**src/rtl/memory_unit_pkg.sv**
```systemverilog
// Shared encodings for the memory stage: load/store funct3 values, counter CSR
// addresses and the bubble instruction word.
package memory_unit_pkg;

  localparam logic [31:0] NOP_INSTR_WORD = 32'h00000033;

  localparam logic [2:0] F3_LB  = 3'b000;
  localparam logic [2:0] F3_LH  = 3'b001;
  localparam logic [2:0] F3_LW  = 3'b010;
  localparam logic [2:0] F3_LBU = 3'b100;
  localparam logic [2:0] F3_LHU = 3'b101;
  localparam logic [2:0] F3_SB  = 3'b000;
  localparam logic [2:0] F3_SH  = 3'b001;
  localparam logic [2:0] F3_SW  = 3'b010;

  localparam logic [11:0] CSR_CYCLE    = 12'hC00;
  localparam logic [11:0] CSR_TIME     = 12'hC01;
  localparam logic [11:0] CSR_INSTRET  = 12'hC02;
  localparam logic [11:0] CSR_CYCLEH   = 12'hC80;
  localparam logic [11:0] CSR_TIMEH    = 12'hC81;
  localparam logic [11:0] CSR_INSTRETH = 12'hC82;

endpackage

```
**src/rtl/memory_unit_if.sv**
```systemverilog
// EM-in / DMem-write / MW-out bundle of the memory stage. The stage itself is
// the slave; the surrounding pipeline (or a bench) is the master.
interface memory_unit_if;
  logic        M_stall_i;
  logic        W_flush_i;
  logic [31:0] EM_PC_i;
  logic [31:0] EM_instr_i;
  logic        EM_nop_i;
  logic        EM_isLoad_i;
  logic        EM_isStore_i;
  logic        EM_isCSR_i;
  logic [5:0]  EM_rdId_i;
  logic [11:0] EM_csrId_i;
  logic [2:0]  EM_funct3_i;
  logic [31:0] EM_rs2_i;
  logic [31:0] EM_Eresult_i;
  logic [31:0] EM_addr_i;
  logic [31:0] EM_Mdata_i;
  logic        EM_wbEnable_i;
  logic [31:0] DMemWAddr_o;
  logic [31:0] DMemWData_o;
  logic [3:0]  DMemWMask_o;
  logic [31:0] MW_PC_o;
  logic [31:0] MW_instr_o;
  logic        MW_nop_o;
  logic [5:0]  MW_rdId_o;
  logic [31:0] MW_wbData_o;
  logic        MW_wbEnable_o;

  modport master (
    output M_stall_i, W_flush_i, EM_PC_i, EM_instr_i, EM_nop_i, EM_isLoad_i,
           EM_isStore_i, EM_isCSR_i, EM_rdId_i, EM_csrId_i, EM_funct3_i,
           EM_rs2_i, EM_Eresult_i, EM_addr_i, EM_Mdata_i, EM_wbEnable_i,
    input  DMemWAddr_o, DMemWData_o, DMemWMask_o, MW_PC_o, MW_instr_o,
           MW_nop_o, MW_rdId_o, MW_wbData_o, MW_wbEnable_o
  );

  modport slave (
    input  M_stall_i, W_flush_i, EM_PC_i, EM_instr_i, EM_nop_i, EM_isLoad_i,
           EM_isStore_i, EM_isCSR_i, EM_rdId_i, EM_csrId_i, EM_funct3_i,
           EM_rs2_i, EM_Eresult_i, EM_addr_i, EM_Mdata_i, EM_wbEnable_i,
    output DMemWAddr_o, DMemWData_o, DMemWMask_o, MW_PC_o, MW_instr_o,
           MW_nop_o, MW_rdId_o, MW_wbData_o, MW_wbEnable_o
  );
endinterface

```
**src/rtl/memory_unit_counter_csr.sv**
```systemverilog
// Read-only RV32 cycle/instret counters; rdata_o returns the value held
// before this cycle's increment.
module counter_csr
  import memory_unit_pkg::*;
#(
  parameter int unsigned COUNTER_W = 64
) (
  input  logic                 clk_i,
  input  logic                 reset_i,
  input  logic                 retire_i,
  input  logic                 preload_i,
  input  logic [COUNTER_W-1:0] preload_val_i,
  input  logic [11:0]          csrId_i,
  output logic [31:0]          rdata_o
);

  logic [COUNTER_W-1:0] cycle_q;
  logic [COUNTER_W-1:0] instret_q;
  logic [63:0]          cycle_w;
  logic [63:0]          instret_w;

  // preload_i is a debug hook that seeds the cycle counter; tied low in use
  always_ff @(posedge clk_i) begin
    if (!reset_i) begin
      cycle_q   <= '0;
      instret_q <= '0;
    end else begin
      cycle_q <= preload_i ? preload_val_i : cycle_q + COUNTER_W'(1);
      if (retire_i) instret_q <= instret_q + COUNTER_W'(1);
    end
  end

  assign cycle_w   = 64'(cycle_q);
  assign instret_w = 64'(instret_q);

  always_comb begin
    rdata_o = '0;
    case (csrId_i)
      CSR_CYCLE, CSR_TIME:   rdata_o = cycle_w[31:0];
      CSR_CYCLEH, CSR_TIMEH: rdata_o = cycle_w[63:32];
      CSR_INSTRET:           rdata_o = instret_w[31:0];
      CSR_INSTRETH:          rdata_o = instret_w[63:32];
      default:               rdata_o = '0;
    endcase
  end

endmodule

```
**src/rtl/memory_unit.sv**
```systemverilog
// Memory stage: store lane generation, load extraction, counter CSR reads and
// the MW pipeline register feeding writeback and forwarding.
module memory_unit
  import memory_unit_pkg::*;
#(
  parameter logic [31:0] NOP_INSTR = NOP_INSTR_WORD,
  parameter int unsigned COUNTER_W = 64
) (
  input  logic         clk_i,
  input  logic         reset_i,
  memory_unit_if.slave bus
);

  function automatic logic [31:0] load_extract(input logic [2:0] f3,
                                               input logic [1:0] off,
                                               input logic [31:0] word);
    logic signed [7:0]  b;
    logic signed [15:0] h;
    b = $signed(word[{off, 3'b000} +: 8]);
    h = $signed(off[1] ? word[31:16] : word[15:0]);
    case (f3)
      F3_LB:   load_extract = 32'(b);
      F3_LH:   load_extract = 32'(h);
      F3_LW:   load_extract = word;
      F3_LBU:  load_extract = {24'h0, b};
      F3_LHU:  load_extract = {16'h0, h};
      default: load_extract = '0;
    endcase
  endfunction

  logic                 store_ok;
  logic                 retire;
  logic [31:0]          csr_rdata;
  logic [31:0]          wb_data;
  logic                 cycle_preload;
  logic [COUNTER_W-1:0] cycle_preload_val;

  logic [31:0] pc_p1;
  logic [31:0] instr_p1;
  logic        nop_p1;
  logic [5:0]  rd_p1;
  logic [31:0] wb_data_p1;
  logic        wb_en_p1;

  assign cycle_preload     = 1'b0;
  assign cycle_preload_val = '0;
  assign retire = !bus.M_stall_i && !bus.W_flush_i && !bus.EM_nop_i;

  counter_csr #(.COUNTER_W(COUNTER_W)) u_csr (
    .clk_i         (clk_i),
    .reset_i       (reset_i),
    .retire_i      (retire),
    .preload_i     (cycle_preload),
    .preload_val_i (cycle_preload_val),
    .csrId_i       (bus.EM_csrId_i),
    .rdata_o       (csr_rdata)
  );

  // Stage p0: combinational store lanes; gating on stall makes a held store write once
  always_comb begin
    store_ok        = bus.EM_isStore_i && !bus.EM_nop_i && !bus.M_stall_i && reset_i;
    bus.DMemWAddr_o = {bus.EM_addr_i[31:2], 2'b00};
    bus.DMemWData_o = bus.EM_rs2_i;
    bus.DMemWMask_o = '0;
    case (bus.EM_funct3_i)
      F3_SB: begin
        bus.DMemWData_o = {4{bus.EM_rs2_i[7:0]}};
        bus.DMemWMask_o = 4'b0001 << bus.EM_addr_i[1:0];
      end
      F3_SH: begin
        bus.DMemWData_o = {2{bus.EM_rs2_i[15:0]}};
        bus.DMemWMask_o = bus.EM_addr_i[1] ? 4'b1100 : 4'b0011;
      end
      F3_SW:   bus.DMemWMask_o = 4'b1111;
      default: bus.DMemWMask_o = '0;
    endcase
    if (!store_ok) bus.DMemWMask_o = '0;
  end

  always_comb begin
    wb_data = bus.EM_Eresult_i;
    if (bus.EM_isLoad_i)
      wb_data = load_extract(bus.EM_funct3_i, bus.EM_addr_i[1:0], bus.EM_Mdata_i);
    else if (bus.EM_isCSR_i)
      wb_data = csr_rdata;
  end

  // Stage p1: MW register; flush only bubbles the control fields
  always_ff @(posedge clk_i) begin
    if (!reset_i) begin
      pc_p1      <= '0;
      instr_p1   <= NOP_INSTR;
      nop_p1     <= 1'b1;
      rd_p1      <= '0;
      wb_data_p1 <= '0;
      wb_en_p1   <= 1'b0;
    end else begin
      if (!bus.M_stall_i) begin
        pc_p1      <= bus.EM_PC_i;
        rd_p1      <= bus.EM_rdId_i;
        wb_data_p1 <= wb_data;
      end
      if (bus.W_flush_i) begin
        instr_p1 <= NOP_INSTR;
        nop_p1   <= 1'b1;
        wb_en_p1 <= 1'b0;
      end else if (!bus.M_stall_i) begin
        instr_p1 <= bus.EM_instr_i;
        nop_p1   <= bus.EM_nop_i;
        wb_en_p1 <= bus.EM_wbEnable_i;
      end
    end
  end

  assign bus.MW_PC_o       = pc_p1;
  assign bus.MW_instr_o    = instr_p1;
  assign bus.MW_nop_o      = nop_p1;
  assign bus.MW_rdId_o     = rd_p1;
  assign bus.MW_wbData_o   = wb_data_p1;
  assign bus.MW_wbEnable_o = wb_en_p1;

endmodule
```
**src/flat_wrapper.sv**
```systemverilog
// flat-port wrapper written by rule: the top's interface ports become plain ports
module memory_unit_flat import memory_unit_pkg::*;
#(
  parameter logic [31:0] NOP_INSTR = NOP_INSTR_WORD,
  parameter int unsigned COUNTER_W = 64
)
  (clk_i, reset_i, bus_M_stall_i, bus_W_flush_i, bus_EM_PC_i, bus_EM_instr_i, bus_EM_nop_i, bus_EM_isLoad_i, bus_EM_isStore_i, bus_EM_isCSR_i, bus_EM_rdId_i, bus_EM_csrId_i, bus_EM_funct3_i, bus_EM_rs2_i, bus_EM_Eresult_i, bus_EM_addr_i, bus_EM_Mdata_i, bus_EM_wbEnable_i, bus_DMemWAddr_o, bus_DMemWData_o, bus_DMemWMask_o, bus_MW_PC_o, bus_MW_instr_o, bus_MW_nop_o, bus_MW_rdId_o, bus_MW_wbData_o, bus_MW_wbEnable_o);
  memory_unit_if bus_i ();
  input  logic clk_i;
  input  logic reset_i;
  input wire logic [$bits(bus_i.M_stall_i)-1:0] bus_M_stall_i;
  input wire logic [$bits(bus_i.W_flush_i)-1:0] bus_W_flush_i;
  input wire logic [$bits(bus_i.EM_PC_i)-1:0] bus_EM_PC_i;
  input wire logic [$bits(bus_i.EM_instr_i)-1:0] bus_EM_instr_i;
  input wire logic [$bits(bus_i.EM_nop_i)-1:0] bus_EM_nop_i;
  input wire logic [$bits(bus_i.EM_isLoad_i)-1:0] bus_EM_isLoad_i;
  input wire logic [$bits(bus_i.EM_isStore_i)-1:0] bus_EM_isStore_i;
  input wire logic [$bits(bus_i.EM_isCSR_i)-1:0] bus_EM_isCSR_i;
  input wire logic [$bits(bus_i.EM_rdId_i)-1:0] bus_EM_rdId_i;
  input wire logic [$bits(bus_i.EM_csrId_i)-1:0] bus_EM_csrId_i;
  input wire logic [$bits(bus_i.EM_funct3_i)-1:0] bus_EM_funct3_i;
  input wire logic [$bits(bus_i.EM_rs2_i)-1:0] bus_EM_rs2_i;
  input wire logic [$bits(bus_i.EM_Eresult_i)-1:0] bus_EM_Eresult_i;
  input wire logic [$bits(bus_i.EM_addr_i)-1:0] bus_EM_addr_i;
  input wire logic [$bits(bus_i.EM_Mdata_i)-1:0] bus_EM_Mdata_i;
  input wire logic [$bits(bus_i.EM_wbEnable_i)-1:0] bus_EM_wbEnable_i;
  output wire logic [$bits(bus_i.DMemWAddr_o)-1:0] bus_DMemWAddr_o;
  output wire logic [$bits(bus_i.DMemWData_o)-1:0] bus_DMemWData_o;
  output wire logic [$bits(bus_i.DMemWMask_o)-1:0] bus_DMemWMask_o;
  output wire logic [$bits(bus_i.MW_PC_o)-1:0] bus_MW_PC_o;
  output wire logic [$bits(bus_i.MW_instr_o)-1:0] bus_MW_instr_o;
  output wire logic [$bits(bus_i.MW_nop_o)-1:0] bus_MW_nop_o;
  output wire logic [$bits(bus_i.MW_rdId_o)-1:0] bus_MW_rdId_o;
  output wire logic [$bits(bus_i.MW_wbData_o)-1:0] bus_MW_wbData_o;
  output wire logic [$bits(bus_i.MW_wbEnable_o)-1:0] bus_MW_wbEnable_o;
  assign bus_i.M_stall_i = bus_M_stall_i;
  assign bus_i.W_flush_i = bus_W_flush_i;
  assign bus_i.EM_PC_i = bus_EM_PC_i;
  assign bus_i.EM_instr_i = bus_EM_instr_i;
  assign bus_i.EM_nop_i = bus_EM_nop_i;
  assign bus_i.EM_isLoad_i = bus_EM_isLoad_i;
  assign bus_i.EM_isStore_i = bus_EM_isStore_i;
  assign bus_i.EM_isCSR_i = bus_EM_isCSR_i;
  assign bus_i.EM_rdId_i = bus_EM_rdId_i;
  assign bus_i.EM_csrId_i = bus_EM_csrId_i;
  assign bus_i.EM_funct3_i = bus_EM_funct3_i;
  assign bus_i.EM_rs2_i = bus_EM_rs2_i;
  assign bus_i.EM_Eresult_i = bus_EM_Eresult_i;
  assign bus_i.EM_addr_i = bus_EM_addr_i;
  assign bus_i.EM_Mdata_i = bus_EM_Mdata_i;
  assign bus_i.EM_wbEnable_i = bus_EM_wbEnable_i;
  assign bus_DMemWAddr_o = bus_i.DMemWAddr_o;
  assign bus_DMemWData_o = bus_i.DMemWData_o;
  assign bus_DMemWMask_o = bus_i.DMemWMask_o;
  assign bus_MW_PC_o = bus_i.MW_PC_o;
  assign bus_MW_instr_o = bus_i.MW_instr_o;
  assign bus_MW_nop_o = bus_i.MW_nop_o;
  assign bus_MW_rdId_o = bus_i.MW_rdId_o;
  assign bus_MW_wbData_o = bus_i.MW_wbData_o;
  assign bus_MW_wbEnable_o = bus_i.MW_wbEnable_o;
  memory_unit #(.NOP_INSTR(NOP_INSTR), .COUNTER_W(COUNTER_W)) u_core (.clk_i(clk_i), .reset_i(reset_i), .bus(bus_i));
endmodule
```
**config.mk**
```make
export PLATFORM = sky130hd
export DESIGN_NAME = memory_unit_flat
export DESIGN_NICKNAME = d
export VERILOG_FILES = /design/src/rtl/memory_unit_pkg.sv /design/src/rtl/memory_unit_if.sv /design/src/rtl/memory_unit_counter_csr.sv /design/src/rtl/memory_unit.sv /design/src/flat_wrapper.sv
export SDC_FILE = /design/constraint.sdc
export NUM_CORES = 1
export LEC_CHECK = 0
export ABC_AREA = 0
export CAP_MARGIN = 5
export CORE_MARGIN = 2
export CORE_UTILIZATION = 40
export CTS_CLUSTER_DIAMETER = 30
export DETAILED_ROUTE_END_ITERATION = 8
export PLACE_DENSITY = 0.8
export SYNTH_ARGS = -nofsm -noshare
export SYNTH_HDL_FRONTEND = slang
export SYNTH_SLANG_ARGS = --single-unit
```
**constraint.sdc**
```tcl
create_clock -name clk_i -period 2.62 [get_ports clk_i]
set_clock_uncertainty 0.15 [all_clocks]
set_input_delay 0.262 -clock clk_i [delete_from_list [all_inputs] [get_ports clk_i]]
set_output_delay 0.262 -clock clk_i [all_outputs]
set_load 0.05 [all_outputs]
```
==> flow_summary.toml, run 1 <==
[floorplan]
die_h_um = 178.4
ios = 394
die_x_um = 178.4
rows = 63
initial_core_util_pct = 40.84
die_area_um2 = 31830
core-area_um2 = 29800

[synthesis]
synth-seq-cells = 232
synthArstFlopShare_pct = 0
synthTopCellsByArea = "dfxtp_1, mux2i_1, nor2_1, a21oi_1, o21ai_0"
yosysSeqAreaShare_pct = 38.17
yosysUniqueCellTypes = 53
yosysTopAreaCell = "dfxtp_1"
netlist_instances = 1417
yosysWarnings = 0
syn_area_um2 = 12170
synth-main-ff-cell = "dfxtp_1"
synth_top_cell_area_share_pct = 38.17
synth.avg_cell_area_um2 = 8.588
synth_edf_count = 0

[clock_network]
clk_pin_slew_ns = 0.05
cts_tree = "yes"
clock-sinks = 232
cts_buffer_depth = 3
cts-root-buf = "clkbuf_16"
numCtsBuffers = 49
h-tree-depth = 2
clkLatencyLatePin_ns = 0.55

[place]
dp_hpwl_mm = 34.88
gp_congestion = 0.9368
io_buffers = 331
placed_cells = 2095
pre_cts_ws_ns = -0.4051

[layout]
final-instance-count-excl-fill = 2186
final_core_util_pct = 60.00
mostFrequentLayoutCells = "clkdlybuf4s50_1, dfxtp_1, nor2_1, mux2i_1, a21oi_1"
final_common_cell = "clkdlybuf4s50_1"
drive_gt1_share_pct = 13.43
syn2layout_area_growth_pct = 46.90
layout.nets = 1980

[worst_setup_path]
worstPathRequired_ns = 2.94
path_class = "reg2reg"
worstSetupEndpointType = "flip-flop"
path_cells = "nand4_1 -> or4_1 -> or3_1 -> or4_1 -> a21oi_1"
worst_path_most_repeated_cell = "or4_1"
critPathMaxFanout = 10
worstSetupStartpointType = "flip-flop"
slowest_delay_ns = 0.54
worstPathArrival_ns = 2.84
cp_slowest_cell = "or4_1"

[timing]
setup_violations = 0
worst_slack_ns = 0.09525
worst_slew_pin_slew_ns = 0.6410
hold_ws_ns = 0.1571
finalCriticalPeriod_ns = 2.525
finalCritPeriodShare_pct = 96.36
fmax_mhz = 396.1
rsz0062_at_grt = "false"
slew_violations = 0
final_hold_viol_count = 0
slew_headroom_pct = 57.14

[detailed_routing]
routed_wl_mm = 46.56
dr.pass1.iters = 7
wire_per_inst_um = 21.30
vias_per_cell = 5.890
drt-initial-drc-count = 1205
num_vias = 12876
drc = 0
ant_nets = 0

[flow_run]
max_cap_violations = 0

[power]
finalPower_mw = 11.82
ir_worst_vdd_mv = 0.4742
power.leakage_nw = 6.592
p_per_area_nw_per_um2 = 661.1

[hold_path]
hp-class = "in2reg"

[outcome]
status = "finished clean"

[global_routing]
grt_usage_pct = 28.15
grt_pass1_vias = 12296
antenna_found_initial = 2
grt_pass1_wl_mm = 69.77
grt_overflow = 0
grt_max_degree = 82
[layout make-up]
cell class | instances | area [um^2]
tap | 390 | 488.0
timing repair buffer | 414 | 4081
antenna | 2 | 5.005
clock inverter | 29 | 400.4
sequential | 232 | 4644
fill | 2444 | 11920
multi-input combinational | 1035 | 6817
inverter | 24 | 92.59
clock buffer | 60 | 1349
[synthesized netlist by cell type (all sizes together) (21+ instances only)]
cell,instances
mux2i,144
xnor2,26
nor4,29
o31ai,21
buf,56
or3,40
inv,24
a221oi,32
or4,27
o22ai,32
nand4,54
a21oi,99
o21ai,89
nor2,168
xor2,32
nand3,52
and2,25
dfxtp,232
clkbuf,71
nand2,58
[metal layers]
layer	wire (um)	part of all wire [%]	GRT usage, %	vias up
met2	23940	51	50.02	672
met3	3859	8.3	5.072	109
li1	-	-	-	5889
met1	17260	37	33.98	6206
met4	1499	3.2	9.756	0
met5	0	0	0	-
[flip-flops by register name, summed over array words and instances (netlist names)]
| register | count |
|---|---|
| u_core.bus.MW_wbData_o | 32 |
| u_core.bus.MW_instr_o | 32 |
| u_core.bus.MW_PC_o | 32 |
| u_core.bus.MW_wbEnable_o | 1 |
| u_core.u_csr.cycle_q | 64 |
| u_core.bus.MW_nop_o | 1 |
| u_core.bus.MW_rdId_o | 6 |
| u_core.u_csr.instret_q | 64 |
[report_power, final]
| part | switching [mW] | total (mW) | internal [mW] |
|---|---|---|---|
| combinational | 0.925 | 1.62 | 0.693 |
| clock | 2.08 | 6.52 | 4.44 |
| sequential | 0.0544 | 3.68 | 3.63 |
[critical path, delay by kind of cell, from the launching register on]
family          cells  cell delay [ns]
simple gates        4             1.72
compound gates      1             0.16
flops               1             0.40
[cell families after synthesis]
| kind of cell | share of synthesized area (%) |
|---|---|
| muxes | 14.90 |
| adders and majority gates | 0.2056 |
| and+or+nand+nor | 21.39 |
| other | 0.03082 |
| xor gates and xnor gates | 4.174 |
| DFF | 38.17 |
| AOI/OAI and AO/OA | 15.20 |
| buffers and inverters | 5.943 |
[final timing paths]
kind                                                  from                          to  slack [ns]  depth (start not counted)
worst max register to register  u_core.u_csr.instret_q[40]  u_core.u_csr.instret_q[62]         0.1                          5
worst min register to register     u_core.u_csr.cycle_q[0]     u_core.u_csr.cycle_q[0]        0.32                          1
worst min-delay path                     bus_EM_instr_i[4]    u_core.bus.MW_instr_o[4]        0.16                          3
worst max-delay path            u_core.u_csr.instret_q[40]  u_core.u_csr.instret_q[62]         0.1                          5
[metrics by stage]
step | setup TNS, ns | cell area (um^2)
2_1_floorplan | 0 | 12170
3_3_place_gp | -7.196 | 16120
3_5_place_dp | -9.103 | 16120
4_1_cts | 0 | 17870
5_1_grt | 0 | 17880
6_report | 0 | 17880
[timing repair]
| item | CTS | global route |
|---|---|---|
| hold buffers | 0 | 0 |
| gates resized for setup | 0 | 1 |
| buffers inserted | 0 | 0 |
| endpoints found under the setup margin | 0 | 3 |
| endpoints found under the hold margin | 0 | 0 |
Note: power is estimated with default switching activity, not from simulation.
==> run 2, diff against run 1 <==
--- a/config.mk
+++ b/config.mk
@@ -11,6 +11,7 @@
 export CORE_UTILIZATION = 40
 export CTS_CLUSTER_DIAMETER = 30
 export DETAILED_ROUTE_END_ITERATION = 8
+export GPL_TIMING_DRIVEN = 0
 export PLACE_DENSITY = 0.8
 export SYNTH_ARGS = -nofsm -noshare
 export SYNTH_HDL_FRONTEND = slang
==> run 2 against run 1 <==
Compared with the run above:
- flip-flop and latch count is the same
- sequential power about the same
- combinational power rose by 9%
- final area is 2.9% higher
- final cell count increased by 4.5%
- critical endpoint is now u_core.bus.MW_wbData_o[20]
- largest cell class unchanged
- highest routed layer unchanged
==> flow_summary.toml, run 2 (synthesis results as in run 1) <==
[floorplan]
rows = 63
initial_core_util_pct = 40.84
die_x_um = 178.4
die_area_um2 = 31830
die_h_um = 178.4
ios = 394
core-area_um2 = 29800

[detailed_routing]
routed_wl_mm = 50.69
dr.pass1.iters = 8
wire_per_inst_um = 22.18
drt-initial-drc-count = 1436
vias_per_cell = 5.856
ant_nets = 0
drc = 0
num_vias = 13382

[flow_run]
max_cap_violations = 0

[global_routing]
antenna_found_initial = 1
grt_overflow = 0
grt_usage_pct = 30.25
grt_pass1_wl_mm = 74.11
grt_max_degree = 15
grt_pass1_vias = 12925

[power]
p_per_area_nw_per_um2 = 666.3
power.leakage_nw = 6.807
finalPower_mw = 12.26
ir_worst_vdd_mv = 0.4939

[outcome]
status = "finished clean"

[hold_path]
hp-class = "in2reg"

[timing]
fmax_mhz = 387.4
finalCriticalPeriod_ns = 2.581
tns_ns = 0
rsz0062_at_grt = "true"
slew_headroom_pct = 20.27
final_hold_viol_count = 0
finalCritPeriodShare_pct = 98.53
worst_slack_ns = 0.03862
hold_ws_ns = 0.09554
slew_violations = 0
setup_violations = 0
worst_slew_pin_slew_ns = 1.196

[worst_setup_path]
worstSetupStartpointType = "input port"
rrSetupSlack_ns = 0.05
critPathMaxFanout = 8
path_class = "in2reg"
worstPathRequired_ns = 2.96
worstPathArrival_ns = 2.92
worstSetupEndpointType = "flip-flop"

[place]
io_buffers = 356
dp_hpwl_mm = 38.79
gp_congestion = 0.9790
pre_cts_ws_ns = -0.9441

[layout]
seqCellArea_um2 = 4653
final_common_cell = "clkdlybuf4s50_1"
syn2layout_area_growth_pct = 51.20
drive_gt1_share_pct = 12.67
reg.largest.list = "u_core.u_csr.cycle_q x64, u_core.u_csr.instret_q x64"
layout.nets = 2073
fillers = 2496
multiInputGateArea_um2 = 6943
mostFrequentLayoutCells = "clkdlybuf4s50_1, dfxtp_1, nor2_1, mux2i_1, a21oi_1"

[clock_network]
clk_pin_slew_ns = 0.05
clkLatencyLatePin_ns = 0.56
clock-sinks = 232
cts-root-buf = "clkbuf_16"
cts_buffer_depth = 3
numCtsBuffers = 53
hold_buffers = 0
cts_tree = "yes"
h-tree-depth = 2
[run 2: area by class of cell]
cell class              count  area share [%]
diodes                      1         0.01360
plain buffers             124           3.502
clock buffers              68           7.949
clock inverters            32           2.108
inverters                  24          0.4896
multi-input cells        1035           37.73
flip-flops and latches    232           25.29
well taps                 390           2.652
repair buffers            379           20.26
[run 2: where the power goes]
part | total, mW | internal [mW] | switching (mW) | leakage (nW)
Combinational | 1.77 | 0.721 | 1.05 | 4.00
Sequential | 3.69 | 3.63 | 0.0583 | 1.89
Clock | 6.80 | 4.63 | 2.17 | 0.913
Total | 12.3 | 8.98 | 3.28 | 6.81
[run 2: per-layer routing]
metal | track usage [%] | routed length (um) | part of all wire [%] | vias up
met5 | 0 | 0 | 0 | -
met4 | 10.67 | 1872 | 3.7 | 0
met3 | 6.458 | 4624 | 9.1 | 136
met2 | 53.56 | 25430 | 50 | 790
met1 | 35.99 | 18760 | 37 | 6363
li1 | - | - | - | 6093
[run 2: critical path, stage by stage]
cell	delay, ns
clkdlybuf4s50_1	0.47
nor4bb_1	0.30
nand4_1	0.32
a21oi_1	1.02
a221oi_1	0.32
a21oi_1	0.22
[run 2: what timing repair did]
action,4_1_cts,5_1_grt
setup endpoints to repair,80,80
buffers inserted,10,13
resized for setup,46,45
pin swaps,6,7
cloned,0,0
[run 2: path summary, 6_finish.rpt]
kind                                   from                    endpoint  cells past startpoint
setup / recovery          bus_EM_csrId_i[9]  u_core.bus.MW_wbData_o[20]                      6
hold / removal                bus_M_stall_i   u_core.u_csr.instret_q[1]                      4
setup reg to reg  u_core.u_csr.instret_q[2]  u_core.u_csr.instret_q[59]                      9
hold reg to reg    u_core.bus.MW_instr_o[9]    u_core.bus.MW_instr_o[9]                      2
[run 2: stage by stage]
step	utilization [%]	cells	instance area, um^2
6_report	61.75	2285	18400
3_3_place_gp	54.45	2164	16220
5_1_grt	61.75	2285	18400
3_5_place_dp	54.45	2164	16220
2_1_floorplan	-	1418	12170
4_1_cts	61.18	2273	18230
==> run 3, diff against run 2 <==
--- a/config.mk
+++ b/config.mk
@@ -7,7 +7,7 @@
 export LEC_CHECK = 0
 export ABC_AREA = 0
 export CAP_MARGIN = 5
-export CORE_MARGIN = 2
+export CORE_MARGIN = 1.5
 export CORE_UTILIZATION = 40
 export CTS_CLUSTER_DIAMETER = 30
 export DETAILED_ROUTE_END_ITERATION = 8
==> run 3 against run 2 <==
Compared with the run above:
- the flow now finishes with violations (negative setup slack)
- global-route usage is 0.28 points higher
- sequential power hardly changed
- fmax is 2.7% lower
- flip-flop and latch count stayed put
- worst setup slack worse by 0.071 ns
- critical path depth is 1 higher
- sequential share of layout area is 0.15 points lower
- core utilization is 0.35 points higher
==> flow_summary.toml, run 3 (synthesis results as in run 1) <==
[timing]
fmax_mhz = 377.0
rsz0062_at_grt = "true"
worst_slack_ns = -0.03259
slew_headroom_pct = 40.26
tns_ns = -0.03259
finalCritPeriodShare_pct = 101.2
setup_violations = 1
finalCriticalPeriod_ns = 2.653
final_hold_viol_count = 0
worst_slew_pin_slew_ns = 0.8961
slew_violations = 0

[worst_setup_path]
worstPathArrival_ns = 2.91
rrSetupSlack_ns = -0.03
reg2reg_from = "u_core.u_csr.cycle_q[14]"
worstPathRequired_ns = 2.87
critPathMaxFanout = 10
worstSetupStartpointType = "flip-flop"
rr_worst_depth = 7
path_class = "reg2reg"
worstSetupEndpointType = "flip-flop"
r2r_end = "u_core.u_csr.cycle_q[46]"

[hold_path]
holdPathStages = 4
hp-class = "in2reg"
hold_end = "u_core.u_csr.instret_q[1]"
holdCritStartpoint = "bus_M_stall_i"

[clock_network]
clock-sinks = 232
cts_tree = "yes"
h-tree-depth = 2
hold_buffers = 0
clk_pin_slew_ns = 0.04
numCtsBuffers = 52
clkLatencyLatePin_ns = 0.56
cts-root-buf = "clkbuf_16"
cts_buffer_depth = 3

[power]
finalPower_mw = 12.14
power.leakage_nw = 6.823
ir_worst_vdd_mv = 0.5468
p_per_area_nw_per_um2 = 656.0

[place]
dp_hpwl_mm = 38.04
placed_cells = 2164
gp_congestion = 1.028
io_buffers = 356

[layout]
syn2layout_area_growth_pct = 52.06
reg.largest.list = "u_core.u_csr.cycle_q x64, u_core.u_csr.instret_q x64"
drive_gt1_share_pct = 13.28
layout.nets = 2077
mostFrequentLayoutCells = "clkdlybuf4s50_1, dfxtp_1, nor2_1, mux2i_1, a21oi_1"
fillers = 2490
final_common_cell = "clkdlybuf4s50_1"
final-instance-count-excl-fill = 2288

[global_routing]
grt_pass1_wl_mm = 74.03
grt_pass1_vias = 12660
grt_max_degree = 14
grt_usage_pct = 30.53
antenna_found_initial = 3
grt_overflow = 0

[flow_run]
max_cap_violations = 0

[floorplan]
die_area_um2 = 31480
ios = 394
die_x_um = 177.4
initial_core_util_pct = 40.84
core-area_um2 = 29800
die_h_um = 177.4
rows = 63

[detailed_routing]
drt-initial-drc-count = 1365
routed_wl_mm = 50.18
ant_nets = 0
num_vias = 13447
dr.pass1.iters = 6
drc = 0
vias_per_cell = 5.877
wire_per_inst_um = 21.93

[outcome]
violations = "negative setup slack"
status = "complete, but fails checks"
-- run 3: changes by cell type in the layout (fill, tap and decap cells not counted), sizes merged --
| cell | previous run | this run |
|---|---|---|
| clkinv | 18 | 9 |
| buf | 78 | 84 |
| clkdlybuf4s15 | 5 | 9 |
| clkdlybuf4s50 | 336 | 332 |
| clkinvlp | 3 | 7 |
| bufinv | 7 | 5 |
| clkbuf | 143 | 145 |
| dlygate4sd2 | 6 | 8 |
| dlymetal6s2s | 3 | 5 |
| inv | 28 | 26 |
-- run 3: final cells by class --
cell class              count  area [um^2]  area share [%]
multi-input cells        1035         6989           37.77
flip-flops and latches    232         4652           25.14
repair buffers            384         3785           20.45
clock buffers              75         1550           8.378
plain buffers             124        659.4           3.563
well taps                 390        488.0           2.637
clock inverters            23        287.8           1.555
inverters                  24        90.09          0.4868
diodes                      1        2.502         0.01352
-- run 3: worst max path at each step --
stage                                      end  slack, ns  cells past startpoint                startpoint
floorplan           u_core.u_csr.instret_q[54]       0.13                      8             bus_M_stall_i
global placement           bus_DMemWData_o[24]      -0.89                      6        bus_EM_funct3_i[0]
detailed placement         bus_DMemWData_o[24]      -0.90                      6        bus_EM_funct3_i[0]
CTS                        bus_DMemWData_o[11]      0.002                      5        bus_EM_funct3_i[0]
global route          u_core.u_csr.cycle_q[46]      -0.11                      7  u_core.u_csr.cycle_q[14]
finish                u_core.u_csr.cycle_q[46]      -0.03                      7  u_core.u_csr.cycle_q[14]
-- run 3: power breakdown --
group          switching [mW]  internal, mW
Sequential             0.0568          3.63
Clock                    2.11          4.58
Combinational            1.04         0.721
-- run 3: what timing repair did --
| action | 4_1_cts | 5_1_grt |
|---|---|---|
| gates resized for setup | 65 | 48 |
| setup buffers | 12 | 17 |
| pin swaps | 7 | 16 |
| endpoints found under the setup margin | 88 | 79 |
-- run 3: critical path: stages, from the launching register on --
cell	delay (ns)
dfxtp_1	0.44
nand4_1	0.32
nor4_4	0.36
buf_4	0.20
nand3_1	0.12
clkbuf_2	0.24
o41ai_1	0.54
a21oi_1	0.13
-- run 3: per-stage QoR --
stage	worst slack (ns)	hold slack, ns	utilization (%)	instance area [um^2]
6_report	-0.03259	0.1048	62.10	18500
2_1_floorplan	0.1271	0.2361	-	12170
5_1_grt	-0.1069	0.1241	62.10	18500
3_5_place_dp	-0.8978	0.3157	54.45	16220
4_1_cts	0.001574	0.06068	61.21	18240
3_3_place_gp	-0.8923	0.3105	54.45	16220
-- run 3: layer usage --
metal | track usage [%] | vias to the layer above | routed length [um]
met3 | 7.219 | 147 | 4928
li1 | - | 6072 | -
met1 | 36.11 | 6406 | 18190
met4 | 12.46 | 2 | 2110
met5 | 0 | - | 10
met2 | 52.90 | 820 | 24940
